**src/rtl/mem_access.sv**
```systemverilog
// MEM stage of a 5-stage pipeline: drives the data memory port with wait-state
// handling, resolves branch/jump redirects, and produces the MEM/WB register.
module mem_access #(
  parameter int MAX_WAIT = 15
) (
  input  logic        clk,
  input  logic        reset,
  input  logic        Ctl_MemtoReg_in,
  input  logic        Ctl_RegWrite_in,
  input  logic        Ctl_MemRead_in,
  input  logic        Ctl_MemWrite_in,
  input  logic        Ctl_Branch_in,
  input  logic        jal_in,
  input  logic        jalr_in,
  input  logic        Zero_in,
  input  logic [31:0] ALUresult_in,
  input  logic [31:0] PCimm_in,
  input  logic [31:0] ReadData2_in,
  input  logic [31:0] PC_in,
  input  logic [4:0]  Rd_in,
  output logic        dmem_req,
  output logic        dmem_we,
  output logic [31:0] dmem_addr,
  output logic [31:0] dmem_wdata,
  input  logic [31:0] dmem_rdata,
  input  logic        dmem_ready,
  output logic        stall_out,
  output logic        PCSrc_out,
  output logic        flush_out,
  output logic [31:0] PCtarget_out,
  output logic        Ctl_MemtoReg_out,
  output logic        Ctl_RegWrite_out,
  output logic [31:0] ReadData_out,
  output logic [31:0] ALUresult_out,
  output logic [4:0]  Rd_out,
  output logic        mem_err_out
);

  typedef enum logic { IDLE, WAIT } state_t;
  typedef enum logic [1:0] { WB_BUBBLE, WB_INPUT, WB_HELD } wb_sel_t;

  localparam logic [7:0] MAX_W = 8'(MAX_WAIT);

  state_t      state, state_nxt;
  logic [7:0]  cnt, cnt_nxt;
  wb_sel_t     wb_sel;
  logic        latch, err_set, capture;
  logic        mem_op, aligned;
  logic [31:0] link;

  // Copies of the EX/MEM operation held while the memory inserts wait states.
  logic        held_memtoreg, held_regwrite, held_memread, held_we;
  logic [31:0] held_addr, held_wdata, held_alu;
  logic [4:0]  held_rd;

  assign mem_op       = Ctl_MemRead_in | Ctl_MemWrite_in;
  assign aligned      = (ALUresult_in[1:0] == 2'b00);
  assign link         = (jal_in | jalr_in) ? (PC_in + 32'd4) : ALUresult_in;
  assign PCtarget_out = jalr_in ? {ALUresult_in[31:1], 1'b0} : PCimm_in;
  assign flush_out    = PCSrc_out;

  // State and wait counter register.
  always_ff @(posedge clk or negedge reset) begin
    if (!reset) begin
      state <= IDLE;
      cnt   <= 8'd0;
    end else begin
      state <= state_nxt;
      cnt   <= cnt_nxt;
    end
  end

  // Next state, memory port, stall/redirect and MEM/WB load selection.
  always_comb begin
    state_nxt  = state;
    cnt_nxt    = cnt;
    dmem_req   = 1'b0;
    dmem_we    = 1'b0;
    dmem_addr  = {ALUresult_in[31:2], 2'b00};
    dmem_wdata = ReadData2_in;
    stall_out  = 1'b0;
    PCSrc_out  = 1'b0;
    wb_sel     = WB_BUBBLE;
    latch      = 1'b0;
    err_set    = 1'b0;
    capture    = 1'b0;
    case (state)
      IDLE: begin
        PCSrc_out = (Ctl_Branch_in & Zero_in) | jal_in | jalr_in;
        if (mem_op) begin
          if (aligned) begin
            dmem_req = 1'b1;
            dmem_we  = Ctl_MemWrite_in;
            if (dmem_ready) begin
              wb_sel  = WB_INPUT;
              capture = Ctl_MemRead_in;
            end else begin
              stall_out = 1'b1;
              latch     = 1'b1;
              cnt_nxt   = 8'd1;
              state_nxt = WAIT;
            end
          end else begin
            err_set = 1'b1;
          end
        end else begin
          wb_sel = WB_INPUT;
        end
      end
      WAIT: begin
        dmem_req   = 1'b1;
        stall_out  = 1'b1;
        dmem_we    = held_we;
        dmem_addr  = held_addr;
        dmem_wdata = held_wdata;
        if (dmem_ready) begin
          wb_sel    = WB_HELD;
          capture   = held_memread;
          cnt_nxt   = 8'd0;
          state_nxt = IDLE;
        end else if (cnt == MAX_W) begin
          err_set   = 1'b1;
          cnt_nxt   = 8'd0;
          state_nxt = IDLE;
        end else begin
          cnt_nxt = cnt + 8'd1;
        end
      end
      default: state_nxt = IDLE;
    endcase
    // The memory port and stall must release the instant reset asserts.
    if (!reset) begin
      dmem_req  = 1'b0;
      dmem_we   = 1'b0;
      stall_out = 1'b0;
      PCSrc_out = 1'b0;
    end
  end

  // Capture the EX/MEM operation when a request enters wait states.
  always_ff @(posedge clk or negedge reset) begin
    if (!reset) begin
      held_memtoreg <= 1'b0;
      held_regwrite <= 1'b0;
      held_memread  <= 1'b0;
      held_we       <= 1'b0;
      held_addr     <= 32'd0;
      held_wdata    <= 32'd0;
      held_alu      <= 32'd0;
      held_rd       <= 5'd0;
    end else if (latch) begin
      held_memtoreg <= Ctl_MemtoReg_in;
      held_regwrite <= Ctl_RegWrite_in;
      held_memread  <= Ctl_MemRead_in;
      held_we       <= Ctl_MemWrite_in;
      held_addr     <= {ALUresult_in[31:2], 2'b00};
      held_wdata    <= ReadData2_in;
      held_alu      <= link;
      held_rd       <= Rd_in;
    end
  end

  // MEM/WB register and sticky error flag; bubbles keep the data fields.
  always_ff @(posedge clk or negedge reset) begin
    if (!reset) begin
      Ctl_MemtoReg_out <= 1'b0;
      Ctl_RegWrite_out <= 1'b0;
      ReadData_out     <= 32'd0;
      ALUresult_out    <= 32'd0;
      Rd_out           <= 5'd0;
      mem_err_out      <= 1'b0;
    end else begin
      if (err_set) mem_err_out <= 1'b1;
      if (capture) ReadData_out <= dmem_rdata;
      case (wb_sel)
        WB_INPUT: begin
          Ctl_MemtoReg_out <= Ctl_MemtoReg_in;
          Ctl_RegWrite_out <= Ctl_RegWrite_in;
          ALUresult_out    <= link;
          Rd_out           <= Rd_in;
        end
        WB_HELD: begin
          Ctl_MemtoReg_out <= held_memtoreg;
          Ctl_RegWrite_out <= held_regwrite;
          ALUresult_out    <= held_alu;
          Rd_out           <= held_rd;
        end
        default: begin
          Ctl_MemtoReg_out <= 1'b0;
          Ctl_RegWrite_out <= 1'b0;
          Rd_out           <= 5'd0;
        end
      endcase
    end
  end

endmodule
```
**config.mk**
```make
export PLATFORM = sky130hd
export DESIGN_NAME = mem_access
export DESIGN_NICKNAME = d
export VERILOG_FILES = /design/src/rtl/mem_access.sv
export SDC_FILE = /design/constraint.sdc
export NUM_CORES = 1
export LEC_CHECK = 0
export ABC_AREA = 1
export CORE_MARGIN = 5
export CORE_UTILIZATION = 49
export CTS_CLUSTER_DIAMETER = 40
export CTS_CLUSTER_SIZE = 28
export DETAILED_ROUTE_END_ITERATION = 8
export GPL_TIMING_DRIVEN = 0
export PLACE_DENSITY = 0.87
export SYNTH_ARGS = -nofsm -noshare
export SYNTH_HDL_FRONTEND = slang
export SYNTH_SLANG_ARGS = --single-unit
```
**constraint.sdc**
```tcl
create_clock -name clk -period 2.74 [get_ports clk]
set_input_delay 0.548 -clock clk [delete_from_list [all_inputs] [get_ports clk]]
set_output_delay 0.548 -clock clk [all_outputs]
set_load 0.01 [all_outputs]
```
## Yosys cells after proc, flatten, opt, wreduce, memory -nomap -nowiden

Cells that the tools add are included.

- Bits of input ports: 176
- Logic and storage cells: 81
- Flip-flop bits (word level): 184
- Output and inout bits: 173

- Bitwise gates (word level): 6
- $add $sub $neg: 2
- Equal/unequal tests: 6
- Reductions and logical operators: 3
- Mux-type cells: 48

Operators by type and width:

| operator | number |
|---|---|
| $mux W32 | 4 |
| $pmux W32 S2 | 1 |
| $mux W8 | 5 |
| $add A32 B3 Y32 const B | 1 |
| $mux W1 | 25 |
| $pmux W1 S2 | 8 |
| $pmux W8 S2 | 1 |
| $pmux W5 S2 | 1 |
| $add A8 B1 Y8 const B | 1 |
| $eq A8 B4 Y1 const B | 1 |
| $ne A2 B2 Y1 const B | 3 |
| $mux W2 | 2 |
| $or A1 B1 Y1 | 4 |
| $pmux W2 S2 | 1 |
| $reduce_and A3 Y1 | 1 |
| $eq A2 B1 Y1 const B | 1 |
| $eq A2 B2 Y1 const B | 1 |
| $logic_not A2 Y1 | 1 |
| $reduce_bool A2 Y1 | 1 |
| $and A1 B1 Y1 | 1 |
| $not A1 Y1 | 1 |

## Depth between registers and ports, before layout

- Depth after elaboration: 6
- Depth in mapped cells: 12
- Depth with buffers taken out: 12

## Least setup slack after synthesis

No wires, ideal clock.

- Path kind: input to output
- From: input port jal_in
- To: output port flush_out
- Path slack: 0.777 ns
- Stages on the path: 4
- Arrival time: 1.415 ns
- Path through: nor2_1 > clkbuf_1 > a211oi_1 > buf_4

- Longest elaborated chain between the ends: 4

Ends and longest elaborated chain:

| element | line | RTL |
|---|---|---|
| start: declaration | 13 | `input logic jal_in,` |
| $or A1 B1 Y1 (2 in series) | 89 | `PCSrc_out = (Ctl_Branch_in & Zero_in) \| jal_in \| jalr_in;` |
| $mux W1 | 87 | `case (state)` |
| $mux W1 | 132 | `if (!reset) begin` |
| end: declaration | 29 | `output logic flush_out,` |

Every way passes these cells.

## Worst setup path after layout

- From: input port ALUresult_in[26]
- To: output port dmem_addr[26]

- Longest elaborated chain between the ends: 1

Ends and longest elaborated chain:

| element | line | RTL |
|---|---|---|
| start: declaration | 16 | `input logic [31:0] ALUresult_in,` |
| $mux W32 | 87 |  |
| end: declaration | 23 | `output logic [31:0] dmem_addr,` |

Every way passes these cells.

==> out/metrics.csv <==
stage,metric,value,unit
status,status,"finished, violations left",
status,failing checks,negative hold slack,
global_routing,Tot GR Track Use,0.326,
setup_path,Worst path most repeated cell,clkdlybuf4s50_1,
cts,clock root buffer master,clkbuf_16,
yosys,number of synthesized register bits,184,
floorplanning,Cell Rows,51,
yosys,Area contributors post-synth,"dfrtp_1 48%, nand2_1 15%, o21ai_0 9.8%",
sta,Slew @ Worst Pin,0.692,ns
setup_path,Crit. path cell count,4,
setup_path,worst path arrival time,2.15,ns
cts,clk_lat worst skew,0.44,ns
route,routed length per instance,20.2,um
route,Antenna Nets Post-Route,0,
setup_path,CP Launch Type,input pin,
cts,Clock Path Buffers,2,
yosys,most area-hungry cell type in the Yosys netlist,dfrtp_1,
route,DR pass1 iterations,8,
min_path,Hold/Removal Path Class,input pin to asynchronous set/reset pin,
global_routing,grt ovf,0,
sta,final hold slack,-0.00491,ns
floorplanning,IO Count,349,
cts,CTS HTree Levels,4,
yosys,Synth Warn #,0,
layout,share of layout cells above drive strength 1,0.0860,
setup_path,type of the worst setup path,input pin to output pin,
yosys,Yosys top cell area share,0.476,
power,total power,8960,uW
layout,ANT cells,0,
cts,clock net sink count,184,
power,Static Leak,0.00671,uW
setup_path,family with the most delay on the worst path,buffers and inverters,
route,initial drt markers,879,
route,drt via density,5.47,
sta,Tcrit/Tclk final,0.983,
place,IO buf count,346,
yosys,synthesized area per cell,7.85,um^2
global_routing,number of global-route vias before repair,10100,
sta,final hold viol count,1,
floorplanning,initial core utilization,0.497,
cts,CTS Buf Count,17,
route,vias post-DR,10300,
setup_path,crit-path max cell delay,0.62,ns
route,Remaining DRCs,0,
power,VDD IR max,423,uV
floorplanning,Die Height,150,um
place,GPL Wtd Cong,0.968,
layout,"Area growth, synth to finish",47.8,%
route,Total Wirelength,38000,um
place,post-DP HPWL,28900,um
sta,post-route clock skew,0.00884,ns
setup_path,crit-path cells,"clkdlybuf4s50_1, inv_1, o21ai_0, clkdlybuf4s50_1",
setup_path,CP bufs+invs,3,
yosys,post-synthesis sequential area ratio,0.476,
global_routing,initial antenna violation count,0,
global_routing,first-pass GRT wire length,55900,um
floorplanning,DIE WIDTH,150,um
cts,CTS tree,done,
sta,Slew HR,0.538,
setup_path,CP max FO,3,
floorplanning,full die area,0.0226,mm^2
setup_path,Worst Path Required,2.19,ns
yosys,Cells after Synth,1231,
run,Max-Cap Viols,0,
yosys,Yosys cell types,42,
sta,Final min period,2.69,ns
sta,total negative slack,0,ns
layout,fin nets,1781,
cts,Clock transition at path regs,0.08,ns
sta,final setup violation count,0,
global_routing,largest net degree at the start of global routing,104,
setup_path,critical path's slowest cell,clkdlybuf4s50_1,
power,PwrDens,627,mW/mm^2
floorplanning,Core ar.,0.0195,mm^2
setup_path,Crit. End Element,output pin,
sta,max-slew violations,0,
setup_path,R2R cell count,9,
sta,Fmax,0.371,GHz
layout,fillers,1446,
yosys,mapped cell area,0.00967,mm^2
synth_stat cells:
cell and n:
ha_1 2, o32ai_1 1, dfrtp_1 184, nand3b_1 4
nand4_1 2, buf_6 1, nand3_2 1, o31ai_1 1
o211ai_1 14, xor2_1 4, xnor2_1 5, nor2_1 71
nor2_2 4, a31o_2 1, inv_2 3, nor2_4 3
nand2_2 4, a22o_1 13, buf_1 3, mux2_4 30
o21ai_1 4, o21bai_1 1, buf_2 26, o22ai_1 7
buf_12 3, a211oi_1 3, mux2_2 2, clkinv_1 1
inv_1 132, or2_2 1, a31oi_1 10, nand3_1 55
conb_1 1, a21oi_1 8, o31ai_4 1, a32o_1 1
a22oi_1 1, o21ai_0 189, nor3_1 6, clkbuf_1 28
buf_4 4, nand2_1 396
repair_timing:
item,4_1_cts,5_1_grt
setup endpoints to repair,98,50
buffers inserted,2,0
gates resized for setup,38,17
hold buffers,0,2
cloned,0,1
hold endpoints to repair,0,22
power by group:
group          internal [uW]  switching (uW)  leakage, uW
registers               3290             364      0.00227
clock network           1390            1200     0.000291
logic                   1470            1250      0.00414
routing by layer:
layer / part of all wire / GRT usage
met1: 0.37 / 0.384
met4: 0.046 / 0.171
met5: 0 / 0
met2: 0.48 / 0.555
met3: 0.097 / 0.0762
cells in the final DEF, fill, tap and decap left out, types with 18 or more instances in the layout:
cell,n
nand3_1,55
dfrtp_1,183
clkbuf_16,18
clkbuf_1,23
inv_1,131
nor2_1,71
mux2_4,30
buf_2,22
clkdlybuf4s50_1,333
nand2_1,396
o21ai_0,183
per-stage QoR:
step,util,cell area (um^2),cells,setup slack [ns]
5_1_grt,0.734,14300,1881,-0.0200
4_1_cts,0.729,14200,1878,-0.0128
3_5_place_dp,0.694,13500,1844,-0.730
2_1_floorplan,-,9670,1232,0.777
3_3_place_gp,0.692,13500,1843,-7.32
6_report,0.734,14300,1881,0.0455
sequential cells by signal, indices dropped and copies added, names as in the netlist, 5 cells and up:
name	cells
Rd_out	5
held_rd	5
held_alu	32
cnt	8
held_addr	30
ReadData_out	32
ALUresult_out	32
held_wdata	32
area by class of cell:
type,instances,area [um^2],share of cell area
clock inverter,14,178,0.0124
tap,265,332,0.0232
inverter,136,519,0.0363
sequential,184,4610,0.322
timing repair buffer,352,3590,0.251
clock buffer,18,429,0.0300
buffer,65,398,0.0278
multi-input combinational,847,4240,0.297
cells by family (layout without fill, tap and decap cells):
group,Yosys count,in the layout,share of synthesized area
mux,32,32,0.0489
compound gates,255,255,0.147
flops,184,184,0.476
other cells,1,2,0.000388
xor+xnor,9,9,0.00815
simple gates,547,547,0.228
buf+inv,201,585,0.0888
fa+ha+maj,2,2,0.00259
final timing paths:
| check | slack (ns) | endpoint | start |
|---|---|---|---|
| hold reg to reg | 0.48 | held_alu[3] | held_alu[3] |
| setup reg to reg | 0.94 | ALUresult_out[10] | state |
| setup / recovery | 0.05 | dmem_addr[26] | ALUresult_in[26] |
| max in group asynchronous | 2.23 | held_alu[19] | reset |
| min in group clk | 0.48 | held_alu[3] | held_alu[3] |
| hold / removal | -0.005 | ReadData_out[21] | reset |
Power figures use the tool's default switching activity.
